===== config.mk =====
export PLATFORM = sky130hd
export DESIGN_NAME = pc_sequencer
export DESIGN_NICKNAME = d
export VERILOG_FILES = /design/src/rtl/pc_sequencer.sv
export SDC_FILE = /design/constraint.sdc
export NUM_CORES = 1
export LEC_CHECK = 0
export BUFFER_PORTS_ARGS = -buffer_cell sky130_fd_sc_hd__buf_2
export CAP_MARGIN = 20
export CORE_MARGIN = 2
export CORE_UTILIZATION = 41
export DETAILED_ROUTE_END_ITERATION = 8
export GPL_ROUTABILITY_DRIVEN = 1
export PLACE_DENSITY = 0.88
export SYNTH_ARGS = -nofsm -noshare
export SYNTH_HDL_FRONTEND = slang
export SYNTH_SLANG_ARGS = --single-unit

===== constraint.sdc =====
create_clock -name clk -period 2.3 [get_ports clk]
set_input_delay 0.46 -clock clk [delete_from_list [all_inputs] [get_ports clk]]
set_output_delay 0.46 -clock clk [all_outputs]
set_load 0.01 [all_outputs]

===== src/rtl/pc_sequencer.sv =====
`default_nettype none
// ============================================================================
// Module   : pc_sequencer
// Brief    : Program counter and fetch sequencer with branch/jump redirect,
//            post-redirect fetch bubbles and halt/resume. Optional link
//            register enabled by defining LINK_REG_EN.
// Revision : 1.0 - initial release
// ============================================================================
module pc_sequencer #(
  parameter int PC_WIDTH      = 15,
  parameter int RESET_PC      = 0,
  parameter int PC_STEP       = 2,
  parameter int BUBBLE_CYCLES = 1
) (
  input  logic                clk,
  input  logic                reset,
  input  logic                stall_i,
  input  logic                fetch_ready,
  input  logic                branch_req,
  input  logic [31:0]         branch_offset,
  input  logic                jump_req,
  input  logic [31:0]         jump_target,
  input  logic                halt_req,
  input  logic                resume,
`ifdef LINK_REG_EN
  input  logic                link_req,
  output logic [PC_WIDTH-1:0] link_pc,
`endif
  output logic [PC_WIDTH-1:0] pc_out,
  output logic                fetch_valid,
  output logic                redirect_busy,
  output logic                halted
);

  localparam logic [1:0] c_st_run    = 2'd0;
  localparam logic [1:0] c_st_bubble = 2'd1;
  localparam logic [1:0] c_st_halt   = 2'd2;

  localparam logic [PC_WIDTH-1:0] c_reset_pc    = PC_WIDTH'(RESET_PC);
  localparam logic [PC_WIDTH-1:0] c_pc_step     = PC_WIDTH'(PC_STEP);
  localparam logic [2:0]          c_bubble_init = 3'(BUBBLE_CYCLES - 1);

  logic [1:0]          r_state;
  logic [1:0]          w_state_next;
  logic [PC_WIDTH-1:0] r_pc;
  logic [PC_WIDTH-1:0] w_pc_next;
  logic [2:0]          r_cnt;
  logic [2:0]          w_cnt_next;

  // Operands are word indices; scaling by 2 drops the top bit before truncation.
  logic [31:0]         w_jump_shift;
  logic [31:0]         w_branch_shift;
  logic [PC_WIDTH-1:0] w_jump_pc;
  logic [PC_WIDTH-1:0] w_branch_pc;
  logic [PC_WIDTH-1:0] w_step_pc;
  logic                w_unused;

  assign w_jump_shift   = {jump_target[30:0], 1'b0};
  assign w_branch_shift = {branch_offset[30:0], 1'b0};
  assign w_jump_pc      = w_jump_shift[PC_WIDTH-1:0];
  assign w_branch_pc    = r_pc + w_branch_shift[PC_WIDTH-1:0];
  assign w_step_pc      = r_pc + c_pc_step;
  assign w_unused       = ^{w_jump_shift[31:PC_WIDTH], w_branch_shift[31:PC_WIDTH],
                            jump_target[31], branch_offset[31]};

`ifdef LINK_REG_EN
  logic [PC_WIDTH-1:0] r_link;
  logic [PC_WIDTH-1:0] w_link_next;
`endif

  always_ff @(posedge clk) begin
    if (reset) begin
      r_state <= c_st_run;
    end else begin
      r_state <= w_state_next;
    end
  end

  always_ff @(posedge clk) begin
    if (reset) begin
      r_pc  <= c_reset_pc;
      r_cnt <= 3'd0;
`ifdef LINK_REG_EN
      r_link <= '0;
`endif
    end else begin
      r_pc  <= w_pc_next;
      r_cnt <= w_cnt_next;
`ifdef LINK_REG_EN
      r_link <= w_link_next;
`endif
    end
  end

  always_comb begin
    w_state_next = r_state;
    w_pc_next    = r_pc;
    w_cnt_next   = r_cnt;
`ifdef LINK_REG_EN
    w_link_next  = r_link;
`endif
    case (r_state)
      c_st_run: begin
        if (halt_req) begin
          w_state_next = c_st_halt;
        end else if (jump_req) begin
          w_pc_next    = w_jump_pc;
          w_cnt_next   = c_bubble_init;
          w_state_next = c_st_bubble;
`ifdef LINK_REG_EN
          if (link_req) begin
            w_link_next = w_step_pc;
          end
`endif
        end else if (branch_req) begin
          w_pc_next    = w_branch_pc;
          w_cnt_next   = c_bubble_init;
          w_state_next = c_st_bubble;
        end else if (fetch_ready && !stall_i) begin
          w_pc_next = w_step_pc;
        end
      end
      c_st_bubble: begin
        if (halt_req) begin
          w_state_next = c_st_halt;
          w_cnt_next   = 3'd0;
        end else if (r_cnt == 3'd0) begin
          w_state_next = c_st_run;
        end else begin
          w_cnt_next = r_cnt - 3'd1;
        end
      end
      c_st_halt: begin
        if (resume) begin
          w_state_next = c_st_run;
        end
      end
      default: begin
        w_state_next = c_st_run;
      end
    endcase
  end

  // Flags are forced low while reset is applied, independent of held state.
  always_comb begin
    pc_out        = r_pc;
    fetch_valid   = ~reset & (r_state == c_st_run);
    redirect_busy = ~reset & (r_state == c_st_bubble);
    halted        = ~reset & (r_state == c_st_halt);
  end

`ifdef LINK_REG_EN
  assign link_pc = r_link;
`endif

endmodule
`default_nettype wire


==> results.sh <==
export IMPL_status="complete, no violations"
export IMPL_gp_congestion=0.884
export IMPL_drv_cap=0
export IMPL_fp_dieH_um=67.9
export IMPL_htree_levels=1
export IMPL_port_buffers=52
export IMPL_final_setup_skew_ns=0.00341
export IMPL_p_clk_share_pct=24.1
export IMPL_p_total_mw=1.01
export IMPL_cp_end_kind="flop"
export IMPL_cts_clk_slew_worst_paths_ns=0.07
export IMPL_pwr_share_comb_pct=38.5
export IMPL_drt_antenna_violating_nets=0
export IMPL_synth_warnings=0
export IMPL_cp_start_kind="input port"
export IMPL_period_share_pct=99.7
export IMPL_routed_via_density=5.36
export IMPL_drtPass1Iterations=4
export IMPL_ys_types=46
export IMPL_start_util_pct=42.2
export IMPL_drt_iter0_drc=96
export IMPL_grt_pass1_wl_um=6780
export IMPL_leakage_nw=1.04
export IMPL_diodes=0
export IMPL_antenna_found_initial=0
export IMPL_fp_dieW_um=67.9
export IMPL_cts_hold_buf=0
export IMPL_synth_edff_count=0
export IMPL_nNetsFinal=376
export IMPL_synth_fp_nets=307
export IMPL_grt_start_max_net_pins=26
export IMPL_avgRoutedWirePerCell_um=13.1
export IMPL_cts_root_buffer="clkbuf_8"
export IMPL_final_common_cell="buf_2"
export IMPL_track_usage_pct=18.9
export IMPL_synth_area_um2=1670
export IMPL_worstPathArrival_ns=2.44
export IMPL_cts_resized=0
export IMPL_ys_dominant_reg_cell="dfxtp_1"
export IMPL_hpwl_um=3340
export IMPL_netlist_instances=219
export IMPL_timing_rr_end="pc_out[11]"
export IMPL_rows=23
export IMPL_setup_viol=0
export IMPL_fill_cells=376
export IMPL_postSynthAreaPerCell_um2=7.64
export IMPL_ios=90
export IMPL_power_density_nw_per_um2=455
export IMPL_grt_pass1_vias=1605
export IMPL_crit_path_start="branch_req"
export IMPL_timing_rr_start="pc_out[1]"
export IMPL_ys_ff_latch=19
export IMPL_cts_inserted_buffers=3
export IMPL_rsz0062_at_grt="true"
export IMPL_drv_slew=0
export IMPL_synth_async_reset_ratio_pct=0
export IMPL_final_cell_mix="buf_2, buf_4, nor2_1, a21oi_1, dfxtp_1"
export IMPL_area_delta_synth_final_pct=32.6
export IMPL_endpoint="pc_out[14]"
export IMPL_vdd_drop_max_v=0.000228
export IMPL_ys_seq_area_share_pct=22.7
export IMPL_power_internal_uw=662
export IMPL_cts_tree="built"
export IMPL_switchingPower_uw=348
export IMPL_hold_viol=0
export IMPL_place_inst=333
export IMPL_vias=1806
export IMPL_cts_sinks=19
export IMPL_reg2reg_slack_ns=0.11
export IMPL_max_freq_ghz=0.436
export IMPL_overflow=0
export IMPL_fin_crit_ns=2.29
export IMPL_routed_wl_um=4400
export IMPL_cts_setup_buffers=0
export IMPL_core_area_um2=3970
export IMPL_seq_power_share_pct=37.3
export IMPL_worst_path_max_fanout=7
export IMPL_stdcell_count=337
export IMPL_reg2reg_depth=8
export IMPL_drcViolationCount=0
export IMPL_drive_gt1_share_pct=32.1
export IMPL_path_class="in -> reg"
export IMPL_clk_path_buf_depth=2
export IMPL_switching_share_pct=34.5
export IMPL_critPathRequiredTime_ns=2.45
export IMPL_hp_class="in -> reg"
export IMPL_die_area_um2=4610
export IMPL_clk_latency_ns=0.26
==> area by class of cell <==
class                           instances  area [um2]  share of cell area [%]
Timing Repair Buffer                   76         440                    19.8
Inverter                                8        30.0                    1.35
Clock inverter                          1        5.00                   0.225
Multi-Input combinational cell        180        1260                    56.8
Sequential cell                        19         380                    17.1
Clock buffer                            3        41.3                    1.86
Tap cell                               50        62.6                    2.82
==> cells in the mapped netlist, drive strengths merged (2+ instances only) <==
master / n / area share (%)
o31ai: 2 / 0.90
ha: 15 / 11
nor2: 23 / 5.2
nor3: 11 / 3.3
and2: 12 / 4.5
a21o: 3 / 1.3
dfxtp: 19 / 23
xnor2: 9 / 4.7
nand2b: 3 / 1.1
a211oi: 8 / 3.9
a21oi: 23 / 7.8
mux2i: 6 / 3.6
a41oi: 2 / 1.0
o21ai: 16 / 4.8
nand3: 6 / 1.8
nand2: 14 / 3.1
nor4: 2 / 0.75
or3: 2 / 0.75
and3: 4 / 1.6
inv: 8 / 1.8
buf: 6 / 1.9
o221ai: 2 / 1.0
clkbuf: 6 / 1.3
o2111ai: 2 / 1.4
==> sequential cells by signal, indices dropped and copies added, names as in the netlist <==
register and count:
r_cnt 3, r_state 2, pc_out 14
==> routing by layer <==
metal  global-route usage, %  routed length, um  share of wire (%)
met1                    24.5               1900                 43
met2                    34.2               2200                 50
met3                    2.30                249                5.7
met4                    3.00                 54                1.2
met5                       0                  0                  0
==> worst min-delay path by stage <==
stage                     cells past startpoint          to  startpoint  slack (ns)
final                                         2  r_state[0]    halt_req        0.47
after global routing                          2  r_state[0]    halt_req        0.48
after CTS                                     2  r_state[0]    halt_req        0.46
after detailed placement                      2  pc_out[12]  pc_out[12]        0.48
after global placement                        2    r_cnt[1]    r_cnt[1]        0.47
after floorplan                               2    r_cnt[1]    r_cnt[1]        0.46
==> metrics by stage <==
step                      util [%]  cell area [um2]  setup TNS [ns]  setup slack, ns  hold WS, ns
after floorplan                  -             1700         -0.0413          -0.0413        0.457
after global placement        54.5             2160          -0.571           -0.226        0.468
after detailed placement      54.5             2160          -0.751           -0.211        0.480
after CTS                     55.7             2210               0           0.0446        0.461
after global routing          55.9             2220          -0.149          -0.0788        0.482
final                         55.9             2220               0          0.00751        0.467
==> cell families after synthesis <==
logic type      share of synthesized area [%]
flops                                    22.7
fa+ha+maj                                12.4
simple gates                             24.0
other cells                             0.224
compound gates                           26.8
mux                                      3.59
xor+xnor                                 5.23
buf+inv                                  5.08
==> power groups by stage <==
| stage | logic (mW) | clock network [mW] | registers [mW] |
|---|---|---|---|
| 6_report | 0.389 | 0.244 | 0.377 |
| 5_1_grt | 0.433 | 0.263 | 0.382 |
| 4_1_cts | 0.384 | 0.247 | 0.377 |
| 3_5_place_dp | 0.382 | 0 | 0.384 |
| 3_3_place_gp | 0.371 | 0 | 0.384 |
| 2_1_floorplan | 0.234 | 0 | 0.389 |
==> worst max-delay path: stages <==
cell,delay (ns)
buf_2,0.13
buf_4,0.16
buf_4,0.15
and2_1,0.13
ha_1,0.35
a21oi_1,0.18
nand2_1,0.13
a311oi_1,0.35
a211oi_1,0.12
xnor2_1,0.17
o21ai_1,0.09
No activity file was read; power rests on OpenSTA's default activity.
